===== src/rtl/srt_div_result_packer_if.sv =====
// Request/response bundle between the SRT divider core, the result packer and the
// consumer of packed single-precision results.
interface srt_div_result_packer_if #(
    parameter int unsigned QW = 26
);
    // Operation request from the divider core
    logic          in_valid;
    logic          in_ready;
    logic [QW-1:0] quotient;
    logic          sticky_in;
    logic [7:0]    exp_in;
    logic [4:0]    dividend_shift;
    logic [4:0]    divisor_shift;
    logic          result_sign;
    logic          in_nan;
    logic          in_inf;
    logic          in_zero;

    // Packed result towards the consumer
    logic          out_valid;
    logic          out_ready;
    logic [31:0]   result;
    logic          overflow;
    logic          underflow;
    logic          inexact;

    // Packer side
    modport slave (
        input  in_valid, quotient, sticky_in, exp_in, dividend_shift, divisor_shift,
               result_sign, in_nan, in_inf, in_zero, out_ready,
        output in_ready, out_valid, result, overflow, underflow, inexact
    );

    // Producer/consumer side
    modport master (
        output in_valid, quotient, sticky_in, exp_in, dividend_shift, divisor_shift,
               result_sign, in_nan, in_inf, in_zero, out_ready,
        input  in_ready, out_valid, result, overflow, underflow, inexact
    );
endinterface


===== src/rtl/srt_div_result_packer.sv =====
// Back end of the SRT single-precision divider: renormalizes the raw quotient,
// denormalizes serially on underflow, rounds to nearest-even and packs an IEEE-754
// single. One operation in flight; the result is held until the consumer takes it.
module srt_div_result_packer #(
    parameter int unsigned QW         = 26,
    parameter int unsigned MAX_DSHIFT = 26
) (
    input logic                    clk,
    input logic                    rst,
    srt_div_result_packer_if.slave bus
);
    localparam int unsigned     CntW   = $clog2(MAX_DSHIFT + 1);
    localparam logic [CntW-1:0] MaxCnt = CntW'(MAX_DSHIFT);

    typedef enum logic [2:0] {StIdle, StNorm, StDenorm, StRound, StHold} state_e;

    state_e            state_q, state_d;
    logic [QW-1:0]     q_q, q_d;
    logic              sticky_q, sticky_d;
    logic signed [9:0] e_q, e_d;
    logic              sign_q, sign_d;
    logic              denorm_q, denorm_d;
    logic [CntW-1:0]   dcnt_q, dcnt_d;
    logic              in_ready_q, in_ready_d;
    logic              out_valid_q, out_valid_d;
    logic [31:0]       result_q, result_d;
    logic              ovf_q, ovf_d;
    logic              unf_q, unf_d;
    logic              inx_q, inx_d;

    logic [23:0]       mant;
    logic              guard, rnd, round_up, rnd_inexact;
    logic [24:0]       mant_r;
    logic signed [9:0] e_r;

    // Round-to-nearest-even on the held quotient; only consumed in ROUND.
    always_comb begin
        mant        = q_q[QW-1:2];
        guard       = q_q[1];
        rnd         = q_q[0];
        round_up    = guard & (rnd | sticky_q | mant[0]);
        rnd_inexact = guard | rnd | sticky_q;
        mant_r      = {1'b0, mant} + {24'd0, round_up};
        e_r         = mant_r[24] ? e_q + 10'sd1 : e_q;
    end

    // Next-state, datapath and packed-result logic.
    always_comb begin
        state_d  = state_q;
        q_d      = q_q;
        sticky_d = sticky_q;
        e_d      = e_q;
        sign_d   = sign_q;
        denorm_d = denorm_q;
        dcnt_d   = dcnt_q;
        result_d = result_q;
        ovf_d    = ovf_q;
        unf_d    = unf_q;
        inx_d    = inx_q;

        unique case (state_q)
            StIdle: begin
                if (bus.in_valid && in_ready_q) begin
                    q_d      = bus.quotient;
                    sticky_d = bus.sticky_in;
                    sign_d   = bus.result_sign;
                    e_d      = $signed({2'b00, bus.exp_in} - {5'd0, bus.dividend_shift}
                                       + {5'd0, bus.divisor_shift});
                    denorm_d = 1'b0;
                    dcnt_d   = '0;
                    ovf_d    = 1'b0;
                    unf_d    = 1'b0;
                    inx_d    = 1'b0;
                    if (bus.in_nan) begin
                        result_d = 32'h7FC0_0000;
                        state_d  = StHold;
                    end else if (bus.in_inf) begin
                        result_d = {bus.result_sign, 8'hFF, 23'd0};
                        state_d  = StHold;
                    end else if (bus.in_zero) begin
                        result_d = {bus.result_sign, 31'd0};
                        state_d  = StHold;
                    end else begin
                        state_d = StNorm;
                    end
                end
            end
            StNorm: begin
                if (q_q == '0) begin
                    result_d = {sign_q, 31'd0};
                    state_d  = StHold;
                end else begin
                    // Quotient lies in [0.5,2), so one left shift always normalizes.
                    if (!q_q[QW-1]) begin
                        q_d = q_q << 1;
                        e_d = e_q - 10'sd1;
                    end
                    if (e_d >= 10'sd255) begin
                        result_d = {sign_q, 8'hFF, 23'd0};
                        ovf_d    = 1'b1;
                        inx_d    = 1'b1;
                        state_d  = StHold;
                    end else if (e_d <= 10'sd0) begin
                        state_d = StDenorm;
                    end else begin
                        state_d = StRound;
                    end
                end
            end
            StDenorm: begin
                q_d      = q_q >> 1;
                sticky_d = sticky_q | q_q[0];
                e_d      = e_q + 10'sd1;
                dcnt_d   = dcnt_q + 1'b1;
                if (e_d == 10'sd1) begin
                    denorm_d = 1'b1;
                    state_d  = StRound;
                end else if (dcnt_d == MaxCnt) begin
                    // Everything has fallen below the round bit: collapse into sticky.
                    q_d      = '0;
                    sticky_d = sticky_q | (q_q != '0);
                    denorm_d = 1'b1;
                    state_d  = StRound;
                end
            end
            StRound: begin
                inx_d = rnd_inexact;
                ovf_d = 1'b0;
                unf_d = denorm_q & rnd_inexact;
                if (denorm_q) begin
                    // A denormal rounding up into bit 23 becomes the smallest normal.
                    result_d = {sign_q, 7'd0, mant_r[23], mant_r[22:0]};
                end else if (mant_r[24]) begin
                    result_d = {sign_q, e_r[7:0], 23'd0};
                    ovf_d    = (e_r == 10'sd255);
                end else begin
                    result_d = {sign_q, e_q[7:0], mant_r[22:0]};
                end
                state_d = StHold;
            end
            StHold: begin
                if (bus.out_ready) begin
                    state_d = StIdle;
                end
            end
            default: state_d = StIdle;
        endcase

        in_ready_d  = (state_d == StIdle);
        out_valid_d = (state_d == StHold);
    end

    // State and registered outputs; reset abandons any operation in flight.
    always_ff @(posedge clk) begin
        if (rst) begin
            state_q     <= StIdle;
            q_q         <= '0;
            sticky_q    <= 1'b0;
            e_q         <= '0;
            sign_q      <= 1'b0;
            denorm_q    <= 1'b0;
            dcnt_q      <= '0;
            in_ready_q  <= 1'b1;
            out_valid_q <= 1'b0;
            result_q    <= '0;
            ovf_q       <= 1'b0;
            unf_q       <= 1'b0;
            inx_q       <= 1'b0;
        end else begin
            state_q     <= state_d;
            q_q         <= q_d;
            sticky_q    <= sticky_d;
            e_q         <= e_d;
            sign_q      <= sign_d;
            denorm_q    <= denorm_d;
            dcnt_q      <= dcnt_d;
            in_ready_q  <= in_ready_d;
            out_valid_q <= out_valid_d;
            result_q    <= result_d;
            ovf_q       <= ovf_d;
            unf_q       <= unf_d;
            inx_q       <= inx_d;
        end
    end

    assign bus.in_ready  = in_ready_q;
    assign bus.out_valid = out_valid_q;
    assign bus.result    = result_q;
    assign bus.overflow  = ovf_q;
    assign bus.underflow = unf_q;
    assign bus.inexact   = inx_q;
endmodule

===== src/flat_wrapper.sv =====
// flat-port wrapper written by rule: the top's interface ports become plain ports
module srt_div_result_packer_flat 
#(
    parameter int unsigned QW         = 26,
    parameter int unsigned MAX_DSHIFT = 26
)
  (clk, rst, bus_in_valid, bus_quotient, bus_sticky_in, bus_exp_in, bus_dividend_shift, bus_divisor_shift, bus_result_sign, bus_in_nan, bus_in_inf, bus_in_zero, bus_out_ready, bus_in_ready, bus_out_valid, bus_result, bus_overflow, bus_underflow, bus_inexact);
  srt_div_result_packer_if #(.QW(QW)) bus_i ();
  input logic clk;
  input logic rst;
  input wire logic [$bits(bus_i.in_valid)-1:0] bus_in_valid;
  input wire logic [$bits(bus_i.quotient)-1:0] bus_quotient;
  input wire logic [$bits(bus_i.sticky_in)-1:0] bus_sticky_in;
  input wire logic [$bits(bus_i.exp_in)-1:0] bus_exp_in;
  input wire logic [$bits(bus_i.dividend_shift)-1:0] bus_dividend_shift;
  input wire logic [$bits(bus_i.divisor_shift)-1:0] bus_divisor_shift;
  input wire logic [$bits(bus_i.result_sign)-1:0] bus_result_sign;
  input wire logic [$bits(bus_i.in_nan)-1:0] bus_in_nan;
  input wire logic [$bits(bus_i.in_inf)-1:0] bus_in_inf;
  input wire logic [$bits(bus_i.in_zero)-1:0] bus_in_zero;
  input wire logic [$bits(bus_i.out_ready)-1:0] bus_out_ready;
  output wire logic [$bits(bus_i.in_ready)-1:0] bus_in_ready;
  output wire logic [$bits(bus_i.out_valid)-1:0] bus_out_valid;
  output wire logic [$bits(bus_i.result)-1:0] bus_result;
  output wire logic [$bits(bus_i.overflow)-1:0] bus_overflow;
  output wire logic [$bits(bus_i.underflow)-1:0] bus_underflow;
  output wire logic [$bits(bus_i.inexact)-1:0] bus_inexact;
  assign bus_i.in_valid = bus_in_valid;
  assign bus_i.quotient = bus_quotient;
  assign bus_i.sticky_in = bus_sticky_in;
  assign bus_i.exp_in = bus_exp_in;
  assign bus_i.dividend_shift = bus_dividend_shift;
  assign bus_i.divisor_shift = bus_divisor_shift;
  assign bus_i.result_sign = bus_result_sign;
  assign bus_i.in_nan = bus_in_nan;
  assign bus_i.in_inf = bus_in_inf;
  assign bus_i.in_zero = bus_in_zero;
  assign bus_i.out_ready = bus_out_ready;
  assign bus_in_ready = bus_i.in_ready;
  assign bus_out_valid = bus_i.out_valid;
  assign bus_result = bus_i.result;
  assign bus_overflow = bus_i.overflow;
  assign bus_underflow = bus_i.underflow;
  assign bus_inexact = bus_i.inexact;
  srt_div_result_packer #(.QW(QW), .MAX_DSHIFT(MAX_DSHIFT)) u_core (.clk(clk), .rst(rst), .bus(bus_i));
endmodule

===== config.mk =====
export PLATFORM = sky130hd
export DESIGN_NAME = srt_div_result_packer_flat
export DESIGN_NICKNAME = d
export VERILOG_FILES = /design/src/rtl/srt_div_result_packer_if.sv /design/src/rtl/srt_div_result_packer.sv /design/src/flat_wrapper.sv
export SDC_FILE = /design/constraint.sdc
export NUM_CORES = 1
export LEC_CHECK = 0
export ABC_CLOCK_PERIOD_IN_PS = 2430
export CORE_ASPECT_RATIO = 1.25
export CORE_MARGIN = 2
export CORE_UTILIZATION = 30
export CTS_CLUSTER_DIAMETER = 200
export DETAILED_ROUTE_END_ITERATION = 10
export GPL_ROUTABILITY_DRIVEN = 1
export GPL_TIMING_DRIVEN = 0
export HOLD_SLACK_MARGIN = 0.06
export RECOVER_POWER = 25
export SETUP_SLACK_MARGIN = 0.15
export SYNTH_ARGS = -nofsm -noshare
export SYNTH_HDL_FRONTEND = slang
export SYNTH_SLANG_ARGS = --single-unit

===== constraint.sdc =====
create_clock -name clk -period 2.43 [get_ports clk]
set_input_delay 0.3645 -clock clk [delete_from_list [all_inputs] [get_ports clk]]
set_output_delay 0.3645 -clock clk [all_outputs]
set_load 0.005 [all_outputs]

==> metrics.txt <==
Worst Skew=0.0131 ns; pwr dens=approximately 700 nW/um^2; Worst Path Required=2.72 ns; crit path launch type=flop; Clock Power Share=25.4%; DIE WIDTH=126 um; Worst Hold Class=reg2reg; Post-synth top cells=84 x dfxtp_1, 71 x nor2_1, 57 x nand2_1; asr flop ratio synth=0%; cell taking the most area after synthesis=dfxtp_1; RePlAce Congestion=0.924; Rel. slew slack=48.8%; switching portion of total power=37.4%; mux contribution to synthesized area=1.14%; combinational family with the most area after synthesis=compound AO/OA/AOI/OAI gates; Synth Net Count=752; H-Tree Depth=3; Buffers on Ports=89; vias in the first global route=5742; Post-route DRC=0; clock latency at the later pin of the worst-skew pair=0.35 ns; Placeable Area=18200 sq um; final period utilization=106%; average size of a mapped cell=8.25 sq um; cell area after layout=8530 sq um; unrepaired setup endpoints after global routing=yes; Final setup viols=38; DIE HEIGHT=157 um; failing checks=setup timing; Comb pwr share=45.4%; drt first pass iters=5; count leader, synth=dfxtp_1; initial DRC count=472; Hold Buf Count CTS=0; fmax=388 MHz; CTS tree=done; Max Transition Viols Final=0; Static Leakage=3.25 nW; critical path capture point type=flop; CTS sink cnt=84; Mapped Cells=681; routed wire length=19300 um; post-synthesis cell type count=72; Bufs on Longest Clock Path=2; Synth warnings=0; initial antenna violation count=0; DP HPWL=12800 um; num rows=55; layout cells sized above 1=31.8%; GRT overflow=0; predominant post-synthesis flop cell=dfxtp_1; net switching power=2.18 mW; number of synthesized register bits=84; outcome=finished with violations; drt wl/cell=18.0 um; Maximum Capacitance Violations=0; Starting Density=30.8%; Arr. time, crit path=~2.9 ns; via/cell ratio=5.53; Synth Area in XOR/XNOR=8.90%; global-route wire length before repair=29300 um; DIE AREA=19900 sq um; Final Hold Fails=0; vias=5926; top post-synthesis cells by area=dfxtp_1 30%, nor2_1 4.7%, xor2_1 4.5%; cell count after placement=998; maximum vdd drop=0.000380 V; Antenna Cells=0; largest net degree at the start of global routing=17; setup ws final=-0.148 ns; # IOs=90; Antenna Nets Post-Route=0; worst slack, placed=-0.864 ns; maximum net fanout on the critical path=5; EDFF count, synth=0; Post-Synth Simple-Gate Area=22.4%; min Tclk post-route=about 2.6 ns; Final Util=46.8%; clk slew on worst S/H paths=0.07 ns; Mapped Area=roughly 5600 sq um; final std cells w/o fill=1071; Seq pwr share=between 20 and 30%; post-synthesis adder-cell area fraction=4.27%; Worst-Margin Slew=0.768 ns; post-synth top area share=29.9%; Area growth syn-to-layout=51.7%; GR Util All Layers=a little under a fifth; register area share after synthesis=29.9%; WHS=0.462 ns; kind of critical path=reg2reg; fillcell total=between 1500 and 2000; Synth Area in Compound Gates=26.6%; root buffer selected by CTS=clkbuf_16; internal power component=3.65 mW; DP Area=6910 sq um; TritonCTS Buffers=9; # nets final=909
cell usage in the layout, fill, tap and decap left out, types with 8 or more instances in the layout:
cell type         n
dlygate4sd3_1    14
a311oi_1          8
a311oi_2         20
buf_4            38
nand2b_1          8
a22oi_1          28
buf_2             9
a21oi_1          16
buf_6            24
a21o_1            8
clkdlybuf4s50_1  69
clkbuf_16        10
ha_1              8
a22o_1           17
nor2_1           63
and3_1            9
and4_1            8
inv_1            23
a221oi_2          8
dfxtp_1          76
o21ai_0          12
clkbuf_1          9
nand3_1          13
nand2_1          40
xor2_1           27
nor3_1           10
clkbuf_2         24
nand2_2          12
xnor2_1          23
flip-flops by register name, summed over array words and instances, names as in the netlist:
| name | count |
|---|---|
| u_core.dcnt_q | 5 |
| u_core.state_q | 3 |
| u_core.bus.inexact | 1 |
| u_core.bus.result | 32 |
| u_core.e_q | 10 |
| u_core.bus.underflow | 1 |
| u_core.bus.out_valid | 1 |
| u_core.q_q | 26 |
| u_core.denorm_q | 1 |
| u_core.bus.overflow | 1 |
| u_core.sign_q | 1 |
| u_core.bus.in_ready | 1 |
| u_core.sticky_q | 1 |
cell families after synthesis:
| logic type | after synthesis |
|---|---|
| AO/OA/AOI/OAI | 190 |
| XOR/XNOR | 55 |
| multiplexers | 5 |
| flip-flops | 84 |
| AND/OR/NAND/NOR | 244 |
| buffers and inverters | 85 |
| adder cells (fa/ha/maj) | 18 |
metal layers:
metal	up-vias	global-route usage (%)	share of wire, %
met2	211	34.6	52
li1	2837	-	-
met1	2830	20.3	39
met5	-	0	0
met4	0	9.16	4.2
met3	48	2.82	5.0
power groups by stage:
stage          combinational, mW  clock, mW  sequential, mW
3_5_place_dp                1.93          0            1.71
5_1_grt                     2.83       1.56            1.72
3_3_place_gp                1.92          0            1.71
2_1_floorplan               1.39          0            1.68
4_1_cts                     2.40       1.50            1.69
6_report                    2.65       1.48            1.70
critical path, cell delays in order, from the launching register on:
cell and delay (ns):
dfxtp_2 0.33, buf_6 0.13, nor4_4 0.35, nand2_2 0.11, or3_4 0.38, xnor2_4 0.14
or3_1 0.32, buf_6 0.14, a31oi_4 0.23, buf_6 0.15, buf_6 0.12, a22o_1 0.12
worst paths after layout:
| path | startpoint | endpoint | slack [ns] | cells past startpoint |
|---|---|---|---|---|
| setup reg to reg | u_core.e_q[1]$_SDFFE_PP0P_ | u_core.bus.result[12]$_SDFFE_PP0P_ | -0.15 | 11 |
| hold / removal | u_core.sign_q$_SDFFE_PP0P_ | u_core.sign_q$_SDFFE_PP0P_ | 0.46 | 2 |
| hold reg to reg | u_core.sign_q$_SDFFE_PP0P_ | u_core.sign_q$_SDFFE_PP0P_ | 0.46 | 2 |
| setup / recovery | u_core.e_q[1]$_SDFFE_PP0P_ | u_core.bus.result[12]$_SDFFE_PP0P_ | -0.15 | 11 |
through the flow:
stage / power [mW] / setup TNS [ns]
2_1_floorplan: 3.07 / -0.0727
3_3_place_gp: 3.63 / -24.72
3_5_place_dp: 3.64 / -25.59
4_1_cts: 5.59 / -3.38
5_1_grt: 6.12 / -9.06
6_report: 5.83 / -3.99
area by class of cell:
class	count	area (sq um)	share of cell area (%)
multi-input combinational	513	4310	50.6
sequential	84	1690	19.9
timing repair buffer	145	1430	16.7
buffer	55	359	4.21
tap	228	285	3.35
clock buffer	10	239	2.80
inverter	30	135	1.58
clock inverter	6	75.1	0.880
timing repair:
item                                   CTS  global route
endpoints found under the hold margin    0             0
setup endpoints to repair               79            80
pin swaps                               59            35
gates cloned                             3             2
resized for setup                      143            98
setup buffers                           44             8
(Power assumes the default switching activity.)
